File: src/rtl/mc_controller.sv
// mc_controller: multicycle MIPS control FSM with memory handshake, PC enable, done pulse and sticky trap.
module mc_controller (
  input  logic       clk,
  input  logic       reset,
  input  logic [5:0] op,
  input  logic       zero,
  input  logic       memready,
  output logic       pcen,
  output logic       iord,
  output logic       irwrite,
  output logic       memwrite,
  output logic       regwrite,
  output logic       regdst,
  output logic       memtoreg,
  output logic       alusrca,
  output logic [1:0] alusrcb,
  output logic       zeroimm,
  output logic [1:0] pcsrc,
  output logic [1:0] aluop,
  output logic       instr_done,
  output logic       error,
  output logic [3:0] state
);
  typedef enum logic [3:0] {
    FETCH = 4'd0, DECODE = 4'd1, MEMADR = 4'd2, MEMRD = 4'd3, MEMWB = 4'd4,
    MEMWR = 4'd5, EXECUTE = 4'd6, ALUWB = 4'd7, BEQEX = 4'd8, BNEEX = 4'd9,
    IMMEX = 4'd10, IMMWB = 4'd11, JEX = 4'd12, TRAP = 4'd15
  } state_t;
  state_t     state_q, state_d;
  logic [5:0] op_q;
  logic       error_q;
  logic       pcwrite, branch, bne, irw, mw, rw;
  always_ff @(posedge clk or posedge reset)
    if (reset) begin
      state_q <= FETCH;
      op_q    <= '0;
      error_q <= 1'b0;
    end else begin
      state_q <= state_d;
      if (state_q == DECODE) op_q <= op;
      error_q <= error_q | (state_d == TRAP);
    end
  always_comb begin
    state_d    = state_q;
    iord       = 1'b0;
    irw        = 1'b0;
    mw         = 1'b0;
    rw         = 1'b0;
    regdst     = 1'b0;
    memtoreg   = 1'b0;
    alusrca    = 1'b0;
    alusrcb    = 2'b00;
    zeroimm    = 1'b0;
    pcsrc      = 2'b00;
    aluop      = 2'b00;
    pcwrite    = 1'b0;
    branch     = 1'b0;
    bne        = 1'b0;
    instr_done = 1'b0;
    case (state_q)
      FETCH: begin
        alusrcb = 2'b01;
        irw     = memready;
        pcwrite = memready;
        state_d = memready ? DECODE : FETCH;
      end
      DECODE: begin
        alusrcb = 2'b11;
        case (op)
          6'b100011, 6'b101011: state_d = MEMADR;
          6'b000000:            state_d = EXECUTE;
          6'b000100:            state_d = BEQEX;
          6'b000101:            state_d = BNEEX;
          6'b001000, 6'b001101: state_d = IMMEX;
          6'b000010:            state_d = JEX;
          default:              state_d = TRAP;
        endcase
      end
      MEMADR: begin
        alusrca = 1'b1;
        alusrcb = 2'b10;
        state_d = (op_q == 6'b101011) ? MEMWR : MEMRD;
      end
      MEMRD: begin
        iord    = 1'b1;
        state_d = memready ? MEMWB : MEMRD;
      end
      MEMWB: begin
        memtoreg   = 1'b1;
        rw         = 1'b1;
        instr_done = 1'b1;
        state_d    = FETCH;
      end
      MEMWR: begin
        iord       = 1'b1;
        mw         = 1'b1;
        instr_done = memready;
        state_d    = memready ? FETCH : MEMWR;
      end
      EXECUTE: begin
        alusrca = 1'b1;
        aluop   = 2'b10;
        state_d = ALUWB;
      end
      ALUWB: begin
        regdst     = 1'b1;
        rw         = 1'b1;
        instr_done = 1'b1;
        state_d    = FETCH;
      end
      BEQEX, BNEEX: begin
        alusrca    = 1'b1;
        aluop      = 2'b01;
        pcsrc      = 2'b01;
        branch     = (state_q == BEQEX);
        bne        = (state_q == BNEEX);
        instr_done = 1'b1;
        state_d    = FETCH;
      end
      IMMEX: begin
        alusrca = 1'b1;
        alusrcb = 2'b10;
        zeroimm = (op_q == 6'b001101);
        aluop   = zeroimm ? 2'b11 : 2'b00;
        state_d = IMMWB;
      end
      IMMWB: begin
        rw         = 1'b1;
        instr_done = 1'b1;
        state_d    = FETCH;
      end
      JEX: begin
        pcsrc      = 2'b10;
        pcwrite    = 1'b1;
        instr_done = 1'b1;
        state_d    = FETCH;
      end
      default: state_d = TRAP;
    endcase
  end
  // Gating by reset keeps FETCH's memready-driven enables low while reset is held.
  assign pcen     = ~reset & (pcwrite | (branch & zero) | (bne & ~zero));
  assign irwrite  = ~reset & irw;
  assign memwrite = ~reset & mw;
  assign regwrite = ~reset & rw;
  assign error    = error_q;
  assign state    = state_q;
endmodule
File: config.mk
export PLATFORM = sky130hd
export DESIGN_NAME = mc_controller
export DESIGN_NICKNAME = d
export VERILOG_FILES = /design/src/rtl/mc_controller.sv
export SDC_FILE = /design/constraint.sdc
export NUM_CORES = 1
export LEC_CHECK = 0
export CORE_ASPECT_RATIO = 0.6
export CORE_MARGIN = 1
export CORE_UTILIZATION = 25
export DETAILED_ROUTE_END_ITERATION = 6
export PLACE_DENSITY_LB_ADDON = 0.15
export SYNTH_ARGS = -nofsm -noshare
export SYNTH_HDL_FRONTEND = slang
export SYNTH_SLANG_ARGS = --single-unit
export TNS_END_PERCENT = 20
File: constraint.sdc
create_clock -name clk -period 4.7 [get_ports clk]
set_input_delay 0.47 -clock clk [delete_from_list [all_inputs] [get_ports clk]]
set_output_delay 0.47 -clock clk [all_outputs]
set_load 0.02 [all_outputs]
==> results.py, run 1 <==
metrics = {
    "floorplan": {
        "fp.dieH_microns": 49.7,
        "rows": 16,
        "die-area_sq_um": 4060,
        "start_util_pct": 27.6,
        "fp.dieW_microns": 81.6,
        "io_pins": 31,
        "core_area_sq_um": 3440,
    },
    "grt": {
        "grt_pass1_vias": 902,
        "antenna_found_initial": 0,
        "grt_pass1_wl_microns": 4490,
        "grt_max_degree": 20,
        "grt_use_total_pct": 14.8,
        "grt-ovfl-total": 0,
    },
    "logic_synthesis": {
        "syn_area_sq_um": 950,
        "yosysWarnings": 0,
        "ys_ff_latch": 11,
        "ys_async_sr_fraction_pct": 100,
        "yosysSeqAreaShare_pct": 29.0,
        "yosysUniqueCellTypes": 44,
        "syn_nets": 140,
        "synth-edff-count": 0,
        "synthMostInstantiatedCell": "nand2_1",
        "synth-main-ff-cell": "dfrtp_1",
        "synth.top_cell.area_share_pct": 29.0,
        "synth_top_area_cell": "dfrtp_1",
        "yosys-top-cells-area": "dfrtp_1 (29%), nand2_1 (11%), nor2_1 (5.1%)",
        "syn_inst": 130,
        "synth_common_cells": "nand2_1 (28), nor2_1 (13), dfrtp_1 (11), nor3_1 (8), inv_1 (6)",
        "syn_area_per_cell_sq_um": 7.31,
    },
    "placed_design": {
        "port_buffers": 30,
        "dp_hpwl_microns": 2150,
        "finalWeightedCongestion": 0.816,
        "dp.cells": 197,
    },
    "setup_path": {
        "critPathMaxFanout": 19,
        "path_cells": "nand2b_1 > or4_1 > o21ai_1 > clkdlybuf4s50_1",
        "crit_type": "reg2out",
        "endpoint_kind": "primary output",
        "startpoint_type": "flop",
        "slowest_delay_ns": 0.71,
        "slowest_stage": "dfrtp_1",
        "critPathBufInv": 1,
        "arrival_ns": 2.63,
        "cp_top_family": "simple AND/OR/NAND/NOR gates",
        "cp.required_ns": 4.23,
    },
    "clock_network": {
        "tritoncts": "done",
        "clkTransAtPathRegs_ns": 0.06,
        "cts_htree_levels": 1,
        "postCtsSetupBuffers": 0,
        "clk_latency_ns": 0.24,
        "cts_made_buffers": 3,
        "clock_sinks": 11,
        "ctsHoldBuffers": 0,
        "cts_buffer_depth": 2,
        "cts_root_buf": "clkbuf_8",
        "cts_resized": 0,
    },
    "route": {
        "drtIter0Drc": 40,
        "drc": 0,
        "vias": 1005,
        "vias_per_cell": 5.00,
        "wirelength_microns": 2760,
        "ant_nets": 0,
        "wl_per_cell_microns": 13.7,
        "first_pass_iters": 4,
    },
    "timing": {
        "skew_ns": 0.00842,
        "final_max_slew_viol_count": 0,
        "setup_viol": 0,
        "fin_crit_ns": 3.10,
        "rsz0062_at_grt": "no",
        "worst_slew_pin_slew_ns": 0.592,
        "tns_ns": 0,
        "slew_headroom_pct": 60.5,
        "final.period_utilization_pct": 66.0,
        "max_freq_ghz": 0.322,
        "hold_violations": 0,
    },
    "final_layout": {
        "nNetsFinal": 167,
        "n_antenna_cell": 0,
        "final_cells": 201,
        "nFillCells": 375,
        "syn2layout_area_growth_pct": 37.3,
        "drive_gt1_share_pct": 8.33,
    },
    "status": {
        "status": "finished clean",
    },
    "power": {
        "vdd_ir_drop_max_v": 0.0000976,
        "powerDensity_nw_per_um2": 164,
        "p_leak_uw": 0.000501,
    },
    "run": {
        "max_cap_violations": 0,
    },
    "min_path": {
        "min_path_type": "reg2reg",
    },
}
[flip-flops by register name, indices dropped and copies added, names as in the netlist]
signal,flops
error,1
state,4
op_q,6
[worst register-to-register path: stages, from the launching register on]
cell,delay (ns)
dfrtp_1,0.59
nand2b_4,0.28
nor3_2,0.30
o21ai_0,0.21
a32o_1,0.32
a22oi_2,0.17
[routing by layer]
metal | vias up | part of all wire, % | track usage, %
li1 | 509 | - | -
met2 | 18 | 38 | 19.6
met3 | 2 | 4.7 | 4.44
met4 | 0 | 0.29 | 2.63
met5 | - | 0 | 0
met1 | 476 | 56 | 23.0
[layout make-up]
class | instances | area [sq um] | area share, %
multi-input cells | 104 | 601 | 46.1
repair buffers | 30 | 300 | 23.0
flip-flops and latches | 11 | 275 | 21.1
well taps | 45 | 56.3 | 4.32
clock buffers | 4 | 45.0 | 3.45
inverters | 7 | 26.3 | 2.02
[logic make-up after synthesis]
family	count (synthesis)	share of synthesized area (%)
buffers and inverters	15	7.77
AO/OA/AOI/OAI	32	24.1
XOR/XNOR	1	0.922
flip-flops	11	29.0
AND/OR/NAND/NOR	71	38.2
[cells in the final DEF, fill, tap and decap left out, types with 2 or more instances in the layout]
cell,Yosys,routed
nor2_1,13,13
or2_2,2,2
clkdlybuf4s50_1,0,30
a21oi_1,4,4
o21bai_1,2,2
dfrtp_1,11,11
nor3_1,8,8
inv_1,6,6
a31oi_1,3,3
nand2_1,28,28
nand3b_1,2,2
clkbuf_8,0,3
o21ai_0,4,4
nand2b_1,5,5
nand3_1,2,2
o21ai_1,5,5
o21a_1,2,2
[worst paths after layout]
| kind | start | to | slack [ns] | cells past startpoint |
|---|---|---|---|---|
| max | state[1] | aluop[1] | 1.60 | 4 |
| min | op_q[4] | op_q[4] | 0.47 | 2 |
| max reg2reg | state[1] | error | 2.75 | 5 |
| min reg2reg | op_q[4] | op_q[4] | 0.47 | 2 |
| max in group asynchronous | reset | op_q[2] | 3.73 | 2 |
| min in group asynchronous | reset | state[3] | 0.64 | 2 |
[metrics by stage]
stage | util (%) | worst slack, ns | hold slack, ns | total power [uW] | cell area [sq um]
2_1_floorplan | - | 2.59 | 0.328 | 103 | 950
3_3_place_gp | 36.6 | 1.97 | 0.466 | 117 | 1260
3_5_place_dp | 36.6 | 1.88 | 0.461 | 117 | 1260
4_1_cts | 37.9 | 1.61 | 0.473 | 215 | 1300
5_1_grt | 37.9 | 1.40 | 0.509 | 223 | 1300
6_report | 37.9 | 1.60 | 0.467 | 214 | 1300
[where the power goes]
| part | total [uW] | internal, uW | switching, uW |
|---|---|---|---|
| logic | 21.0 | 9.44 | 11.5 |
| registers | 94.8 | 94.8 | 0 |
| clock network | 97.7 | 59.7 | 38.0 |
No activity file was read; power rests on OpenSTA's default activity.
==> run 2, diff against run 1 <==
- clock period: 4.7 -> 3 ns (I/O delays scaled with it)
==> run 2 against run 1 <==
Against the previous run: sequential cell count is the same; combinational power grew 60%; sequential share of layout area decreased by 0.71 points; first-iteration DRC count decreased by 2.5%; critical path type unchanged.
==> results.py, run 2 (same netlist as run 1, synthesis figures left out) <==
metrics = {
    "power": {
        "powerDensity_nw_per_um2": 245,
        "power_frac_comb_pct": 10.1,
        "clockPowerShare_pct": 44.9,
        "p_int_uw": 258,
        "vdd_ir_drop_max_v": 0.000105,
        "seqPwrFrac_pct": 44.9,
        "p_leak_uw": 0.000527,
        "swShare_pct": 22.2,
        "netSwitchingPower_uw": 73.4,
    },
    "floorplan": {
        "fp.dieW_microns": 81.6,
        "rows": 16,
        "fp.dieH_microns": 49.7,
        "core_area_sq_um": 3440,
        "io_pins": 31,
        "die-area_sq_um": 4060,
        "start_util_pct": 27.6,
    },
    "route": {
        "drc": 0,
        "ant_nets": 0,
        "first_pass_iters": 4,
        "wirelength_microns": 2750,
        "drtIter0Drc": 39,
        "vias_per_cell": 4.95,
        "vias": 1024,
        "wl_per_cell_microns": 13.3,
    },
    "placed_design": {
        "finalWeightedCongestion": 0.800,
        "place_ws_ns": 0.713,
        "port_buffers": 30,
        "dp_hpwl_microns": 2180,
    },
    "clock_network": {
        "cts_htree_levels": 1,
        "cts_root_buf": "clkbuf_8",
        "cts_made_buffers": 3,
        "clock_sinks": 11,
        "tritoncts": "done",
        "cts_buffer_depth": 2,
        "ctsHoldBuffers": 0,
        "cts_resized": 0,
        "postCtsSetupBuffers": 0,
        "clk_latency_ns": 0.24,
        "clkTransAtPathRegs_ns": 0.05,
    },
    "timing": {
        "slew_headroom_pct": 71.7,
        "setup_viol": 0,
        "finalWorstSetupSlack_ns": 0.534,
        "worst_slew_pin_slew_ns": 0.420,
        "final_max_slew_viol_count": 0,
        "fin_crit_ns": 2.47,
        "hold_violations": 0,
        "final.period_utilization_pct": 82.2,
        "tns_ns": 0,
        "rsz0062_at_grt": "no",
        "skew_ns": 0.00535,
        "max_freq_ghz": 0.406,
    },
    "final_layout": {
        "drive_gt1_share_pct": 11.7,
        "nNetsFinal": 173,
        "largest_reg_flops": 6,
        "syn2layout_area_growth_pct": 42.0,
        "largest_register": "op_q",
        "layout_common_cells": "clkdlybuf4s50_1 (30), nand2_1 (28), nor2_1 (13)",
        "n_antenna_cell": 0,
        "final_common_cell": "clkdlybuf4s50_1",
    },
    "setup_path": {
        "r2r_start": "state[2]",
        "slowest_stage": "clkdlybuf4s50_1",
        "regToRegSetupSlack_ns": 1.18,
        "reg2regPathDepth": 6,
        "r2r_end": "error",
        "crit_type": "reg2out",
        "slowest_delay_ns": 0.62,
        "cp.required_ns": 2.70,
        "path_cells": "inv_1 > nand2_1 > or4_1 > o21ai_1 > clkdlybuf4s50_1",
        "startpoint_type": "flop",
        "critPathMaxFanout": 4,
        "endpoint_kind": "primary output",
        "arrival_ns": 2.17,
    },
    "grt": {
        "grt_use_total_pct": 15.1,
        "grt_max_degree": 19,
        "grt_pass1_wl_microns": 4620,
        "grt-ovfl-total": 0,
        "grt_pass1_vias": 928,
        "antenna_found_initial": 0,
    },
    "min_path": {
        "min_path_type": "reg2reg",
        "hold_depth": 2,
        "min_to": "op_q[3]",
        "hp-start": "op_q[3]",
    },
    "run": {
        "max_cap_violations": 0,
    },
    "status": {
        "status": "finished clean",
    },
}
run 2: changes by cell type in the layout (fill, tap and decap cells not counted), sizes merged:
cell / delta
buf: +6
run 2: worst max path at each step:
stage,startpoint,end
after CTS,state[2],aluop[0]
final,state[2],aluop[0]
after global placement,memready,pcen
after detailed placement,memready,pcen
after floorplan,state[1],aluop[0]
after global routing,state[2],aluop[0]
run 2: power by group through the flow:
stage               clock (uW)  combinational, uW  sequential [uW]
floorplan                    0               10.8              151
global placement             0               32.9              151
detailed placement           0               33.3              151
CTS                        154               33.6              149
global route               164               37.3              148
finish                     149               33.6              149
run 2: cell type report:
type | count | area (sq um)
Clock buffer | 4 | 45.0
Timing Repair Buffer | 36 | 345
Fill cell | 384 | 2090
Sequential cell | 11 | 275
Tap cell | 45 | 56.3
Inverter | 7 | 26.3
Multi-Input combinational cell | 104 | 601
run 2: routing by layer:
metal | vias up | global-route usage [%] | share of wire (%)
met5 | - | 0 | 0
met4 | 0 | 2.63 | 0.51
met3 | 4 | 4.07 | 5.1
met2 | 26 | 19.2 | 39
met1 | 466 | 24.4 | 56
li1 | 528 | - | -
run 2: metrics by stage:
step	total power [uW]	area [sq um]	instances	util, %	hold WS, ns
after floorplan	162	950	130	-	0.158
after global placement	184	1300	203	37.9	0.464
after detailed placement	184	1300	203	37.9	0.467
after CTS	336	1350	207	39.2	0.480
after global routing	349	1350	207	39.2	0.507
final	331	1350	207	39.2	0.474
run 2: worst max-delay path: cells and delay by family, from the launching register on:
| kind | cells | cell delay (ns) |
|---|---|---|
| AO/OA/AOI/OAI | 1 | 0.10 |
| buffers and inverters | 2 | 0.74 |
| flip-flops | 1 | 0.37 |
| AND/OR/NAND/NOR | 2 | 0.71 |
